<file path="config.mk">
export PLATFORM = sky130hd
export DESIGN_NAME = entrada_digitos
export DESIGN_NICKNAME = d
export VERILOG_FILES = /design/src/rtl/entrada_digitos.sv
export SDC_FILE = /design/constraint.sdc
export NUM_CORES = 1
export LEC_CHECK = 0
export ABC_CLOCK_PERIOD_IN_PS = 8850
export CAP_MARGIN = 40
export CORE_MARGIN = 2
export CORE_UTILIZATION = 55
export CTS_CLUSTER_DIAMETER = 80
export DETAILED_ROUTE_END_ITERATION = 7
export DONT_BUFFER_PORTS = 1
export PLACE_DENSITY_LB_ADDON = 0.25
export SYNTH_ARGS = -nofsm -noshare
export SYNTH_HDL_FRONTEND = slang
export SYNTH_SLANG_ARGS = --single-unit
export TNS_END_PERCENT = 100
</file>
<file path="constraint.sdc">
create_clock -name clk -period 8.85 [get_ports clk]
set_input_delay 0.4425 -clock clk [delete_from_list [all_inputs] [get_ports clk]]
set_output_delay 0.4425 -clock clk [all_outputs]
set_load 0.02 [all_outputs]
</file>
<file path="src/rtl/entrada_digitos.sv">
// Digit-entry front end: debounces confirm/back keys and writes switch codes into digit registers.
// Optional REJEITA_REPETIDO_EN: also reject a confirm whose code repeats an already-filled digit.
module entrada_digitos #(
    parameter int unsigned NUM_DIGITOS     = 4,
    parameter int unsigned VALOR_MAX       = 9,
    parameter int unsigned DEBOUNCE_CICLOS = 1_000_000,
    parameter int unsigned CNT_BITS        = 20
) (
    input  logic                     clk,
    input  logic                     reset_n,
    input  logic [3:0]               switchCod,
    input  logic                     btnConfirma,
    input  logic                     btnVolta,
    output logic [2:0]               estadoJogo,
    output logic [4*NUM_DIGITOS-1:0] registradores,
    output logic                     completo,
    output logic                     erro
);

    localparam logic [2:0]          ULTIMO  = 3'(NUM_DIGITOS);
    localparam logic [CNT_BITS-1:0] CNT_FIM = CNT_BITS'(DEBOUNCE_CICLOS - 1);

    typedef enum logic {StEdita, StFim} estado_t;

    estado_t             estado;
    logic [1:0]          btn_bruto;
    logic [1:0]          sinc1, sinc2, deb, deb_ant, armado;
    logic [CNT_BITS-1:0] cnt [2];
    logic [1:0]          pulso;
    logic                p_conf, p_volta;
    logic                aceito, repetido;

    // Bit 0 is confirm, bit 1 is back; both active-low.
    assign btn_bruto = {btnVolta, btnConfirma};

    always_ff @(posedge clk or negedge reset_n) begin
        if (!reset_n) begin
            sinc1   <= '0;
            sinc2   <= '0;
            deb     <= '1;
            deb_ant <= '1;
            armado  <= '0;
            for (int i = 0; i < 2; i++) cnt[i] <= '0;
        end else begin
            sinc1   <= btn_bruto;
            sinc2   <= sinc1;
            deb_ant <= deb;
            // A key held through reset must be seen released before it can pulse.
            armado  <= armado | sinc2;
            for (int i = 0; i < 2; i++) begin
                if (sinc2[i] == deb[i]) begin
                    cnt[i] <= '0;
                end else if (cnt[i] == CNT_FIM) begin
                    deb[i] <= sinc2[i];
                    cnt[i] <= '0;
                end else begin
                    cnt[i] <= cnt[i] + 1'b1;
                end
            end
        end
    end

    assign pulso   = armado & deb_ant & ~deb;
    assign p_conf  = pulso[0];
    assign p_volta = pulso[1];

    always_comb begin
        repetido = 1'b0;
`ifdef REJEITA_REPETIDO_EN
        for (int unsigned i = 0; i < NUM_DIGITOS; i++) begin
            if (i < 32'(estadoJogo) && registradores[4*i +: 4] == switchCod) repetido = 1'b1;
        end
`endif
        aceito = (switchCod != 4'd0) && ({28'd0, switchCod} <= VALOR_MAX) && !repetido;
    end

    always_ff @(posedge clk or negedge reset_n) begin
        if (!reset_n) begin
            estado        <= StEdita;
            estadoJogo    <= '0;
            registradores <= '0;
            completo      <= 1'b0;
            erro          <= 1'b0;
        end else begin
            erro <= 1'b0;
            unique case (estado)
                StEdita: begin
                    if (p_conf && !p_volta) begin
                        if (aceito) begin
                            registradores[4*32'(estadoJogo) +: 4] <= switchCod;
                            estadoJogo <= estadoJogo + 3'd1;
                            if (estadoJogo + 3'd1 == ULTIMO) begin
                                estado   <= StFim;
                                completo <= 1'b1;
                            end
                        end else begin
                            erro <= 1'b1;
                        end
                    end else if (p_volta && !p_conf && estadoJogo != 3'd0) begin
                        estadoJogo <= estadoJogo - 3'd1;
                        registradores[4*(32'(estadoJogo) - 1) +: 4] <= 4'd0;
                    end
                end
                StFim: begin
                    if (p_volta && !p_conf) begin
                        estado     <= StEdita;
                        estadoJogo <= ULTIMO - 3'd1;
                        registradores[4*(NUM_DIGITOS-1) +: 4] <= 4'd0;
                        completo   <= 1'b0;
                    end
                end
            endcase
        end
    end

endmodule

</file>
# Yosys cells after proc, flatten, opt, wreduce, memory -nomap -nowiden

Index checks and enable logic that the tools add are counted.

Bits of input ports: 8
Register bits: 72

Equality and inequality tests: 12
Add/subtract/negate cells: 7
Magnitude comparators: 1
Reduce and logical (&&, ||, !) cells: 14
Shift operators: 4
Multiplexer cells: 29
Bitwise gates (word level): 7

Operator list:

| kind                                                                         | count |
|---|---|
| 20-bit 2-to-1 mux                                                            | 4 |
| 4-bit by 34-bit variable shift with 16-bit output, first input constant      | 2 |
| 16-bit 2-to-1 mux                                                            | 3 |
| 20-bit by 1-bit adder with 20-bit output, second input constant              | 2 |
| 20-bit == test, second input constant                                        | 2 |
| 32-bit negator with 34-bit output                                            | 1 |
| 5-bit negator with 34-bit output                                             | 1 |
| 4-bit by 34-bit indexed part select with 16-bit output                       | 1 |
| 4-bit by 34-bit indexed part select with 16-bit output, first input constant | 1 |
| 16-bit bitwise mux                                                           | 2 |
| 3-bit 2-to-1 mux                                                             | 4 |
| 1-bit 2-to-1 mux                                                             | 11 |
| 2-bit inequality test, second input constant                                 | 4 |
| 4-bit case mux with 2 select lines                                           | 1 |
| 3-bit inequality test, second input constant                                 | 2 |
| 3-bit case mux with 2 select lines                                           | 1 |
| 3-bit AND reduction                                                          | 2 |
| 2-bit bitwise AND                                                            | 2 |
| 4-bit less-or-equal comparator, second input constant                        | 1 |
| 1-bit logical AND                                                            | 4 |
| 4-bit 2-to-1 mux                                                             | 1 |
| 1-bit case mux with 2 select lines                                           | 2 |
| 2-bit AND reduction                                                          | 2 |
| 4-bit AND reduction                                                          | 1 |
| 13 further kinds                                                             | 17 |

# Longest topological paths before layout

Gate-level depths: netlist of run 1.

Word-level depth: 8
Depth in mapped cells: 11

# Least setup slack after synthesis of run 1

OpenSTA, ideal clock, no wires.

Path type: reg2reg
Start: register estadoJogo[0]
End: register registradores[0]
Setup slack: 5.884 ns
Required time: 8.729 ns
Data arrival time: 2.845 ns
Stages on the path, launching flop included: 12
Library setup time: 0.121 ns
Cells stage by stage: dfrtp_1 > inv_1 > ha_1 > clkbuf_1 > and3_1 > inv_1 > ha_1 > nor4b_1 > nand4_1 > nor4_1 > o211ai_1 > a22o_1

Word-level cells in the longest chain between the ends: 6
Elaborated cells on any way between the ends: 16

RTL lines:

| item                                                                                                                               | RTL line | source |
|---|---|---|
| from (decl)                                                                                                                        | 14       | `output logic [2:0] estadoJogo,` |
| from (signal assigned)                                                                                                             | 91       | `estadoJogo <= estadoJogo + 3'd1;` |
| from (signal assigned)                                                                                                             | 100      | `estadoJogo <= estadoJogo - 3'd1;` |
| from (signal assigned)                                                                                                             | 107      | `estadoJogo <= ULTIMO - 3'd1;` |
| 3-bit by 1-bit subtractor with 4-bit output                                                                                        | 101      | `registradores[4*(32'(estadoJogo) - 1) +: 4] <= 4'd0;` |
| 32-bit negator with 34-bit output                                                                                                  | 101      |  |
| 4-bit by 34-bit indexed part select with 16-bit output / 4-bit by 34-bit variable shift with 16-bit output (equally long branches) | 101      |  |
| 16-bit bitwise mux                                                                                                                 | 101      |  |
| 16-bit 2-to-1 mux                                                                                                                  | 99       | `end else if (p_volta && !p_conf && estadoJogo != 3'd0) begin` |
| 16-bit 2-to-1 mux                                                                                                                  | 88       | `if (p_conf && !p_volta) begin` |
| to (signal, indexed assignment)                                                                                                    | 90       | `registradores[4*32'(estadoJogo) +: 4] <= switchCod;` |
| to (decl)                                                                                                                          | 15       | `output logic [4*NUM_DIGITOS-1:0] registradores,` |

Several ways; a longest one is shown, not always the timed one. The select of a mux whose other input is x is not followed.
A chain may end at the register's enable or synchronous reset.

# Worst setup path in the final report of run 1

Start: register estadoJogo[0]
End: register registradores[2]

Same word-level chain as after synthesis.

==> results of run 1 <==
[metrics by stage]
stage	area [um2]	cells	hold slack [ns]	worst slack, ns
after global placement	3620	410	0.148	5.62
final	3860	428	0.118	5.46
after floorplan	3560	339	0.147	5.88
after CTS	3860	428	0.105	5.48
after detailed placement	3620	410	0.148	5.51
after global routing	3860	428	0.0969	5.21
[routing by layer]
layer / part of all wire (%) / global-route usage (%) / vias to the layer above
met3: 3.9 / 5.11 / 15
li1: - / - / 1191
met5: 0 / 0 / -
met4: 2.9 / 9.96 / 0
met2: 45 / 29.4 / 48
met1: 48 / 26.9 / 1164
[layout make-up]
type,instances,area [um2]
flip-flops and latches,72,1810
multi-input cells,247,1660
clock buffers,9,124
inverters,14,52.6
clock inverters,7,77.6
well taps,77,96.3
repair buffers,2,37.5
fillers,525,2460
[cell usage in the layout (no fill, tap or decap), types with 2 or more instances in the layout]
cell,count
sky130_fd_sc_hd__dfrtp_1,68
sky130_fd_sc_hd__nor2_1,59
sky130_fd_sc_hd__nand2_1,23
sky130_fd_sc_hd__xor2_1,23
sky130_fd_sc_hd__nand3_1,17
sky130_fd_sc_hd__a22o_1,17
sky130_fd_sc_hd__xnor2_1,16
sky130_fd_sc_hd__ha_1,16
sky130_fd_sc_hd__inv_1,14
sky130_fd_sc_hd__nand4_1,14
sky130_fd_sc_hd__and3_1,9
sky130_fd_sc_hd__clkbuf_8,9
sky130_fd_sc_hd__nor3_1,6
sky130_fd_sc_hd__or2_2,5
sky130_fd_sc_hd__o21ai_0,4
sky130_fd_sc_hd__dfstp_2,4
sky130_fd_sc_hd__nor4b_1,3
sky130_fd_sc_hd__nor4_1,3
sky130_fd_sc_hd__nor4_4,3
sky130_fd_sc_hd__a21oi_1,3
sky130_fd_sc_hd__nand3b_1,2
sky130_fd_sc_hd__and4_1,2
sky130_fd_sc_hd__nand3_2,2
sky130_fd_sc_hd__mux2_2,2
sky130_fd_sc_hd__o211ai_1,2
sky130_fd_sc_hd__clkinv_4,2
sky130_fd_sc_hd__inv_6,2
[timing repair]
item | in CTS | in global routing
hold buffers | 2 | 0
endpoints found under the hold margin | 72 | 0
endpoints found under the setup margin | 0 | 0
buffers inserted | 0 | 0
[flip-flops by register name, indices dropped and copies added (netlist names)]
signal / cells
armado: 2
cnt: 40
sinc1: 2
deb_ant: 2
erro: 1
registradores: 16
estado: 1
estadoJogo: 3
deb: 2
completo: 1
sinc2: 2
[power groups by stage]
stage / clock [mW] / combinational, mW / sequential, mW
6_report: 0.263 / 0.0208 / 0.350
5_1_grt: 0.280 / 0.0245 / 0.351
4_1_cts: 0.269 / 0.0217 / 0.350
3_5_place_dp: 0 / 0.0131 / 0.356
3_3_place_gp: 0 / 0.0127 / 0.356
2_1_floorplan: 0 / 0.0116 / 0.354
[synthesized netlist by cell type (2+ instances only)]
| cell type | n |
|---|---|
| sky130_fd_sc_hd__nor4_1 | 3 |
| sky130_fd_sc_hd__and4_1 | 2 |
| sky130_fd_sc_hd__xnor2_1 | 16 |
| sky130_fd_sc_hd__nand3_1 | 17 |
| sky130_fd_sc_hd__a22o_1 | 17 |
| sky130_fd_sc_hd__nand4_1 | 14 |
| sky130_fd_sc_hd__a21oi_1 | 3 |
| sky130_fd_sc_hd__o21ai_0 | 4 |
| sky130_fd_sc_hd__xor2_1 | 23 |
| sky130_fd_sc_hd__and3_1 | 9 |
| sky130_fd_sc_hd__o211ai_1 | 2 |
| sky130_fd_sc_hd__dfstp_2 | 4 |
| sky130_fd_sc_hd__nand3_2 | 2 |
| sky130_fd_sc_hd__buf_2 | 4 |
| sky130_fd_sc_hd__mux2_2 | 2 |
| sky130_fd_sc_hd__nand3b_1 | 2 |
| sky130_fd_sc_hd__nand2_1 | 23 |
| sky130_fd_sc_hd__nor3_1 | 6 |
| sky130_fd_sc_hd__dfrtp_1 | 68 |
| sky130_fd_sc_hd__inv_1 | 14 |
| sky130_fd_sc_hd__nor4b_1 | 3 |
| sky130_fd_sc_hd__nor4_4 | 3 |
| sky130_fd_sc_hd__nor2_1 | 59 |
| sky130_fd_sc_hd__or2_2 | 5 |
| sky130_fd_sc_hd__ha_1 | 16 |
[path summary, 6_finish.rpt]
check                                   start          endpoint  slack [ns]
worst max-delay path            estadoJogo[0]  registradores[2]        5.46
worst min-delay path                 btnVolta          sinc1[1]        0.12
worst max register to register  estadoJogo[0]  registradores[2]        5.46
worst min register to register       sinc1[1]          sinc2[1]        0.35
max in group asynchronous             reset_n        deb_ant[0]        7.88
min in group asynchronous             reset_n  registradores[3]        0.65
[logic make-up (layout without fill, tap and decap cells)]
group	after synthesis	in the layout	share of synthesized area (%)
AO/OA/AOI/OAI	31	31	6.86
XOR/XNOR	39	39	9.61
adder cells (fa/ha/maj)	16	16	5.63
buffers and inverters	20	32	2.46
flip-flops	72	72	50.8
multiplexers	2	2	0.633
AND/OR/NAND/NOR	159	159	24.0
==> summary.md, run 1 <==
| Metric | Value |
|---|---|
| Post-route core utilization | `61.1%` |
| Post-DP HPWL | `4310 um` |
| Cell chosen for the clock root | `sky130_fd_sc_hd__clkbuf_8` |
| Portion of the post-synthesis area used by sequential elements | `50.8%` |
| Die width | `84.4 um` |
| # clock sinks | `72` |
| Routed len/inst | `14.9 um` |
| Number of enable-type register cells in the synthesized netlist | `0` |
| Number of nets still failing antenna checks after routing | `0` |
| Die height | `84.4 um` |
| Sequential fraction of design power | `55.2%` |
| Share of the cycle needed by the critical path after routing | `38.3%` |
| Share of final-layout standard cells stronger than drive strength 1 | `11.1%` |
| Number of global-route vias before repair | `2424` |
| Element type at the critical path start | `flop` |
| Residual DRC | `0` |
| Crit path capture type | `flop` |
| Maximum clock insertion buffer count | `2` |
| Final GP Congestion | `0.872` |
| Total count of hold-check failures in the final report | `0` |
| Number of distinct standard cells referenced by the synthesized netlist | `43` |
| Worst VDD drop | `0.142 mV` |
| Slowest CP cell | `sky130_fd_sc_hd__dfrtp_1` |
| Biggest area consumer among synthesized cells | `sky130_fd_sc_hd__dfrtp_1` |
| Top area cells in the synthesized netlist | `sky130_fd_sc_hd__dfrtp_1 48%, sky130_fd_sc_hd__nor2_1 6.2%, sky130_fd_sc_hd__xor2_1 5.7%, sky130_fd_sc_hd__ha_1 5.6%, sky130_fd_sc_hd__a22o_1 4.2%` |
| Maximum number of pins on one net before global-route repair | `73` |
| Combinational fraction of design power | `3.3%` |
| Number of cells produced by synthesis | `339` |
| Fraction of power consumed by the clock network | `41.5%` |
| Effective utilization at floorplan | `56.3%` |
| Total leakage power | `1.71 nW` |
| Synthesized net count | `363` |
| Ordered cell list for the critical path | `inv_1 -> ha_1 -> ha_1 -> and3_1 -> inv_1 -> ha_1 -> nor4b_1 -> nand4_1 -> nor4_1 -> o211ai_1 -> a22o_1` |
| Final #Nets | `370` |
| Initial antenna violation count | `0` |
| Mean Syn Cell Area | `10.5 um2` |
| Power Density | `164 nW/um2` |
| Yosys top cell area share | `47.9%` |
| Number of placement rows | `29` |
| Number of design-rule violations left by the first detailed-router iteration | `143` |
| Top-level port count | `29` |
| Peak per-stage delay on the critical path | `0.70 ns` |
| Worst relative slew slack | `43.0%` |
| Cells on worst reg2reg path | `11` |
| Maximum fanout along the worst path | `11` |
| Kind of cell with the highest combined delay on the critical path | `adder cells` |
| Total Routing Usage GR | `19.7%` |
| DIE AREA | `7120 um2` |
| Setup repair after global routing missed its margin | `no` |
| Worst path bufs/invs | `2` |
| Switch share | `24.6%` |
| Number of H-tree levels | `3` |
| Ys async rst share | `100%` |
| Worst hold stages | `0` |
| Clock transition at path regs | `0.08 ns` |
| Synthesized area | `3560 um2` |
| Max-slew violation count | `0` |
| Switching pwr | `0.156 mW` |
| TritonCTS clock tree | `done` |
| Final Skew | `0.0118 ns` |
| Internal power of the cells | `0.477 mW` |
| Post-detailed-route via-to-cell ratio | `5.65` |
| Cell repeated most along the worst path | `sky130_fd_sc_hd__ha_1` |
| Wire length of the first global-routing pass | `11300 um` |
| Clock latency of the later-clocked register in the worst-skew pair | `0.35 ns` |
| Required time of the critical path | `9.09 ns` |
| TritonCTS buffer count | `9` |
| Hold Crit Class | `in -> reg` |
| Maxcap violations | `0` |
| Synthesis-stage register bit count | `72` |
| Final Routed Wirelength | `6380 um` |
| Post-route setup TNS | `0 ns` |
| Main synth FF type | `sky130_fd_sc_hd__dfrtp_1` |
| Critical path class | `reg -> reg` |
| Antenna Cells | `0` |
| Vias | `2418` |
| Max frequency | `0.295 GHz` |
| Status | `complete, no violations` |
| Standard cell core area | `6310 um2` |
| Number of warnings printed during yosys synthesis | `0` |
| Min cycle time layout | `3.39 ns` |
| Post-layout power | `0.633 mW` |
| First drt pass iteration count | `4` |
| GR Overflow Total | `0` |
| Slew of the pin with the lowest slew margin | `0.848 ns` |
| Number of gates given a new drive strength after cts | `0` |
| Final setup violating endpoints | `0` |
| Count of buffers inserted at the top-level ports | `0` |
| Area added between synthesis and finish | `8.44%` |
| Crit. path cell count | `11` |
| Critical path data arrival time | `3.63 ns` |
Power figures use the tool's default switching activity.
==> inputs of run 2 (changes only) <==
ABC_CLOCK_PERIOD_IN_PS = 3250   (was 8850)
clock period = 3.25 ns   (was 8.85 ns; I/O delays follow)
==> summary.md, run 2 (same netlist as run 1, synthesis figures left out) <==
| Metric | Value |
|---|---|
| Residual DRC | `0 (unchanged)` |
| Worst relative slew slack | `43.5% (+0.48 points)` |
| TritonCTS clock tree | `done` |
| Leading cell type in the layout, fill and taps excluded | `sky130_fd_sc_hd__dfrtp_1` |
| DIE AREA | `7120 um2 (unchanged)` |
| Total count of hold-check failures in the final report | `0 (unchanged)` |
| Post-DP HPWL | `4490 um (+4.2%)` |
| Antenna Cells | `0 (unchanged)` |
| Min cycle time layout | `2.93 ns (-0.463 ns)` |
| Final Skew | `0.0100 ns (-0.00176 ns)` |
| Final Routed Wirelength | `6710 um (+5.1%)` |
| Effective utilization at floorplan | `56.3% (unchanged)` |
| Number of H-tree levels | `3 (unchanged)` |
| Routed len/inst | `15.4 um (+3.2%)` |
| Required time of the critical path | `3.49 ns (-5.60 ns)` |
| Total Routing Usage GR | `20.7% (+0.93 points)` |
| Reg2Reg Capture Point | `registradores[2]` |
| Maxcap violations | `0 (unchanged)` |
| Register-to-Register Setup Slack | `0.32 ns (-5.14 ns)` |
| Clock transition at path regs | `0.09 ns (about the same)` |
| Die width | `84.4 um (unchanged)` |
| Maximum number of pins on one net before global-route repair | `73 (unchanged)` |
| Worst VDD drop | `0.428 mV (+200%)` |
| Area added between synthesis and finish | `11.9%` |
| Number of placement rows | `29 (unchanged)` |
| Final #Nets | `378 (+2.2%)` |
| Setup repair after global routing missed its margin | `no` |
| Element type at the critical path start | `flop` |
| Vias | `2504 (+3.6%)` |
| Max-slew violation count | `0 (unchanged)` |
| Share of final-layout standard cells stronger than drive strength 1 | `11.4% (+0.31 points)` |
| Critical path class | `reg -> reg` |
| Slew of the pin with the lowest slew margin | `0.841 ns (-0.00720 ns)` |
| Clock latency of the later-clocked register in the worst-skew pair | `0.35 ns (about the same)` |
| Total leakage power | `1.77 nW (+3.4%)` |
| Critical path data arrival time | `3.17 ns (-0.46 ns)` |
| Standard cell core area | `6310 um2 (unchanged)` |
| Detailed-routing wirelength on met1 | `3090 um (+1.0%)` |
| Post-CTS setup repair buffer count | `0 (unchanged)` |
| Layout fillers | `520 (-0.95%)` |
| Post-detailed-route via-to-cell ratio | `5.74 (+1.7%)` |
| Top-level port count | `29 (unchanged)` |
| Number of nets still failing antenna checks after routing | `0 (unchanged)` |
| Max frequency | `0.341 GHz (+16%)` |
| Post-route setup TNS | `0 ns (unchanged)` |
| Hold Crit Class | `in -> reg` |
| Share of the cycle needed by the critical path after routing | `90.2% (+52 points)` |
| Crit Reg-Reg Startpoint | `estadoJogo[0]` |
| Status | `complete, no violations` |
| Startpoint of the most critical setup path | `estadoJogo[0]` |
| Final instance area | `3980 um2 (+3.2%)` |
| Commonest cells after routing, fill and taps aside | `68 x sky130_fd_sc_hd__dfrtp_1, 59 x sky130_fd_sc_hd__nor2_1, 23 x sky130_fd_sc_hd__nand2_1, 23 x sky130_fd_sc_hd__xor2_1` |
| Top layer reached by signal wires | `met4` |
| Flip-flop count of the largest register, all copies and words added | `40 (unchanged)` |
| Total area of multi-input combinational cells | `1660 um2 (unchanged)` |
| GR Overflow Total | `0 (unchanged)` |
| Cells on worst reg2reg path | `11 (unchanged)` |
| Count of buffers inserted at the top-level ports | `0 (unchanged)` |
| Crit path capture type | `flop` |
| Maximum fanout along the worst path | `8 (-3)` |
| Total length of routed met2 wires | `3200 um (+11%)` |
| Cell area after placement | `3630 um2 (+0.41%)` |
| Power Density | `476 nW/um2 (+190%)` |
| Total met3 wirelength after detailed routing | `319 um (+29%)` |
| Initial antenna violation count | `0 (unchanged)` |
| Number of design-rule violations left by the first detailed-router iteration | `93 (-35%)` |
| Final GP Congestion | `0.865 (-0.81%)` |
| Sequential standard cell area | `1810 um2 (unchanged)` |
| Cell chosen for the clock root | `sky130_fd_sc_hd__clkbuf_8` |
| First drt pass iteration count | `4 (unchanged)` |
| Final setup violating endpoints | `0 (unchanged)` |
| Worst setup path endpoint | `registradores[2]` |
| TritonCTS buffer count | `9 (unchanged)` |
| Hold path startpoint | `switchCod[0]` |
| Die height | `84.4 um (unchanged)` |
| Registers with the most flip-flops | `cnt (40), registradores (16), estadoJogo (3)` |
| Maximum clock insertion buffer count | `2 (unchanged)` |
| Largest register by flop count | `cnt` |
| Wire length of the first global-routing pass | `11800 um (+4.0%)` |
| Number of global-route vias before repair | `2458 (+1.4%)` |
| # clock sinks | `72 (unchanged)` |
run 2: cell count changes in the layout (fill, tap and decap cells not counted), sizes merged:
cell	change
clkinv	-2
inv	+1
dlygate4sd3	+6
clkinvlp	-1
bufinv	+2
buf	+2
run 2: through the flow:
step                util [%]  power [mW]  worst slack, ns  hold slack (ns)  std cells
floorplan                  -       0.997            0.284           -0.133        339
global placement        57.5        1.00            0.577           -0.132        412
detailed placement      57.5        1.01            0.392           -0.132        412
CTS                     63.0        1.91            0.392            0.254        436
global route            63.0        1.96            0.163            0.276        436
finish                  63.0        1.90            0.320            0.264        436
run 2: where the power goes:
group / internal, mW / leakage (nW) / switching (mW)
Combinational: 0.0260 / 0.712 / 0.0394
Clock: 0.519 / 0.125 / 0.358
Sequential: 0.917 / 0.930 / 0.0352
Total: 1.46 / 1.77 / 0.432
run 2: timing repair:
item / 4_1_cts / 5_1_grt
setup endpoints to repair: 0 / 0
hold buffers: 8 / 0
gates resized for setup: 0 / 0
hold endpoints to repair: 90 / 0
run 2: worst min-delay path by stage:
stage,endpoint,slack (ns),cells after the start
floorplan,armado[0],-0.13,0
global placement,estadoJogo[2],-0.13,0
detailed placement,estadoJogo[2],-0.13,0
CTS,erro,0.25,3
global route,erro,0.28,3
finish,erro,0.26,3
run 2: worst max-delay path, cell delays in order (launching register included):
cell	delay, ns
sky130_fd_sc_hd__dfrtp_1	0.35
sky130_fd_sc_hd__inv_1	0.13
sky130_fd_sc_hd__ha_1	0.23
sky130_fd_sc_hd__ha_1	0.39
sky130_fd_sc_hd__and3_1	0.24
sky130_fd_sc_hd__inv_1	0.05
sky130_fd_sc_hd__ha_1	0.27
sky130_fd_sc_hd__nor4b_1	0.32
sky130_fd_sc_hd__nand4_1	0.13
sky130_fd_sc_hd__nor4_1	0.24
sky130_fd_sc_hd__o211ai_1	0.22
sky130_fd_sc_hd__a22o_1	0.26
run 2: area by class of cell:
cell class	count	share of cell area (%)
Sequential cell	72	45.4
Multi-Input combinational cell	247	41.8
Clock inverter	7	3.14
Clock buffer	9	3.11
Timing Repair Buffer	10	2.83
Tap cell	77	2.42
Inverter	14	1.32
run 2: routing by layer:
| metal | track usage (%) | up-vias |
|---|---|---|
| li1 | - | 1206 |
| met1 | 28.1 | 1231 |
| met2 | 32.3 | 60 |
| met3 | 5.31 | 7 |
| met4 | 7.36 | 0 |
| met5 | 0 | - |
==> inputs of run 3 (changes only) <==
CELL_PAD_IN_SITES_DETAIL_PLACEMENT = 0   (was default)
CELL_PAD_IN_SITES_GLOBAL_PLACEMENT = 1   (was default)
CORE_ASPECT_RATIO = 0.75   (was default)
CORE_UTILIZATION = 50   (was 55)
REMOVE_ABC_BUFFERS = 1   (was default)
==> summary.md, run 3 (same netlist as run 1, synthesis figures left out) <==
| Metric | Value |
|---|---|
| Worst hold stages | `3 (unchanged)` |
| Cell count after placement | `433 (+5.1%)` |
| Required time of the critical path | `3.48 ns (about the same)` |
| Residual DRC | `0 (unchanged)` |
| Standard cell core area | `6860 um2 (+8.7%)` |
| Total leakage power | `1.75 nW (-0.95%)` |
| TritonCTS buffer count | `9 (unchanged)` |
| Number of H-tree levels | `3 (unchanged)` |
| Final instance area | `3980 um2 (+0.13%)` |
| Critical path data arrival time | `3.07 ns (-0.10 ns)` |
| Min cycle time layout | `2.84 ns (-0.0899 ns)` |
| Number of global-route vias before repair | `2411 (-1.9%)` |
| Maxcap violations | `0 (unchanged)` |
| Cell area after placement | `3660 um2 (+0.72%)` |
| Critical path class | `reg -> reg` |
| Final Skew | `0.00809 ns (-0.00190 ns)` |
| Flip-flop count of the largest register, all copies and words added | `40 (unchanged)` |
| Post-layout power | `1.81 mW (-4.2%)` |
| Number of gates given a new drive strength after cts | `0 (unchanged)` |
| Power Density | `456 nW/um2 (-4.3%)` |
| Register-to-Register Setup Slack | `0.41 ns (+0.09 ns)` |
| First drt pass iteration count | `4 (unchanged)` |
| Slowest CP cell | `sky130_fd_sc_hd__ha_1` |
| # clock sinks | `72 (unchanged)` |
| Post-detailed-route via-to-cell ratio | `5.40 (-6.0%)` |
| Clock latency of the later-clocked register in the worst-skew pair | `0.34 ns (about the same)` |
| Number of placement rows | `26 (-10%)` |
| Element type at the critical path start | `flop` |
| Post-CTS setup repair buffer count | `0 (unchanged)` |
| Hold Crit Class | `in -> reg` |
| Die height | `77.0 um (-8.7%)` |
| Ordered cell list for the critical path | `inv_1 -> ha_1 -> ha_1 -> and3_1 -> inv_1 -> ha_1 -> nor4b_1 -> nand4_1 -> nor4_1 -> o211ai_1 -> a22o_1` |
| Vias | `2466 (-1.5%)` |
| Final #Nets | `378 (unchanged)` |
| Area added between synthesis and finish | `12.0%` |
| Worst VDD drop | `0.287 mV (-33%)` |
| Number of hold buffers added after cts | `8 (unchanged)` |
| Largest register by flop count | `cnt` |
| Setup repair after global routing missed its margin | `no` |
| Slew of the pin with the lowest slew margin | `0.825 ns (-0.0161 ns)` |
| Crit Reg-Reg Startpoint | `estadoJogo[0]` |
| Max frequency | `0.352 GHz (+3.2%)` |
| Post-route core utilization | `58.0% (-5.0 points)` |
| GR Overflow Total | `0 (unchanged)` |
| Kind of cell with the highest combined delay on the critical path | `adder cells` |
| Commonest cells after routing, fill and taps aside | `68 x sky130_fd_sc_hd__dfrtp_1, 59 x sky130_fd_sc_hd__nor2_1, 23 x sky130_fd_sc_hd__nand2_1, 23 x sky130_fd_sc_hd__xor2_1` |
| Leading cell type in the layout, fill and taps excluded | `sky130_fd_sc_hd__dfrtp_1` |
| Final setup violating endpoints | `0 (unchanged)` |
| Count of buffers inserted at the top-level ports | `0 (unchanged)` |
| Die width | `101 um (+20%)` |
| Status | `complete, no violations` |
| Final Routed Wirelength | `6840 um (+2.0%)` |
| Clock transition at path regs | `0.08 ns (about the same)` |
| Worst path bufs/invs | `2 (unchanged)` |
| Registers with the most flip-flops | `cnt (40), registradores (16), estadoJogo (3)` |
| Total count of hold-check failures in the final report | `0 (unchanged)` |
| Routed len/inst | `15.0 um (-2.7%)` |
| Share of final-layout standard cells stronger than drive strength 1 | `11.4% (unchanged)` |
| Post-DP HPWL | `4720 um (+5.1%)` |
| Cells on worst reg2reg path | `11 (unchanged)` |
| Top-level port count | `29 (unchanged)` |
| Max-slew violation count | `0 (unchanged)` |
| Share of the cycle needed by the critical path after routing | `87.4% (-2.8 points)` |
| Antenna Cells | `0 (unchanged)` |
| Maximum clock insertion buffer count | `2 (unchanged)` |
| Number of design-rule violations left by the first detailed-router iteration | `149 (+60%)` |
| Total Routing Usage GR | `19.5% (-1.1 points)` |
| Maximum fanout along the worst path | `8 (unchanged)` |
| Initial antenna violation count | `0 (unchanged)` |
| TritonCTS clock tree | `done` |
| Wire length of the first global-routing pass | `12100 um (+2.9%)` |
| Post-route insts no fill | `457 (+4.8%)` |
| Worst relative slew slack | `44.6% (+1.1 points)` |
| Cell chosen for the clock root | `sky130_fd_sc_hd__clkbuf_8` |
| Crit path capture type | `flop` |
| Final GP Congestion | `0.858 (-0.83%)` |
| Post-route setup TNS | `0 ns (unchanged)` |
| Cell repeated most along the worst path | `sky130_fd_sc_hd__ha_1` |
| Capture endpoint of the worst hold path | `erro` |
| Peak per-stage delay on the critical path | `0.43 ns (+0.04 ns)` |
| Number of nets still failing antenna checks after routing | `0 (unchanged)` |
| Hold path startpoint | `switchCod[0]` |
| Maximum number of pins on one net before global-route repair | `73 (unchanged)` |
| Reg2Reg Capture Point | `registradores[3]` |
| Effective utilization at floorplan | `51.8% (-4.5 points)` |
| DIE AREA | `7810 um2 (+9.6%)` |
run 3: cell count changes in the layout (fill, tap and decap cells not counted):
cell | before | now
sky130_fd_sc_hd__inv_8 | 0 | 1
sky130_fd_sc_hd__inv_6 | 3 | 1
sky130_fd_sc_hd__bufinv_16 | 3 | 2
sky130_fd_sc_hd__clkinvlp_4 | 0 | 2
run 3: where the power goes:
part / internal [mW] / switching (mW)
sequential: 0.917 / 0.0354
combinational: 0.0261 / 0.0395
clock: 0.441 / 0.356
total: 1.38 / 0.431
run 3: worst max path at each step:
stage / startpoint / to / slack (ns) / cells after the start
floorplan: estadoJogo[0] / registradores[0] / 0.29 / 11
global placement: estadoJogo[0] / registradores[1] / 0.54 / 11
global route: estadoJogo[0] / registradores[0] / 0.24 / 11
CTS: estadoJogo[0] / registradores[3] / 0.45 / 11
finish: estadoJogo[0] / registradores[3] / 0.41 / 11
detailed placement: estadoJogo[0] / registradores[2] / 0.46 / 11
run 3: area by class of cell:
type	instances	area, um2
Fill cell	614	2880
Sequential cell	72	1810
Multi-Input combinational cell	247	1660
Clock buffer	9	124
Tap cell	98	123
Timing Repair Buffer	10	113
Clock inverter	7	104
Inverter	14	52.6
run 3: metal layers:
layer	vias to the layer above	part of all wire [%]	track usage, %
met3	2	5.2	6.29
met2	55	42	26.6
met4	0	0.37	4.05
met1	1206	52	30.3
li1	1203	-	-
met5	-	0	0
run 3: through the flow:
step | setup slack (ns) | hold slack [ns]
after floorplan | 0.286 | -0.133
final | 0.410 | 0.335
after global placement | 0.542 | -0.131
after global routing | 0.236 | 0.335
after detailed placement | 0.455 | -0.131
after CTS | 0.454 | 0.292
run 3: worst reg2reg max path: cells and delay by family, from the launching register on:
kind	cells	cell delay [ns]
adder cells (fa/ha/maj)	3	0.92
AND/OR/NAND/NOR	4	0.86
buffers and inverters	2	0.17
flip-flops	1	0.34
AO/OA/AOI/OAI	2	0.42
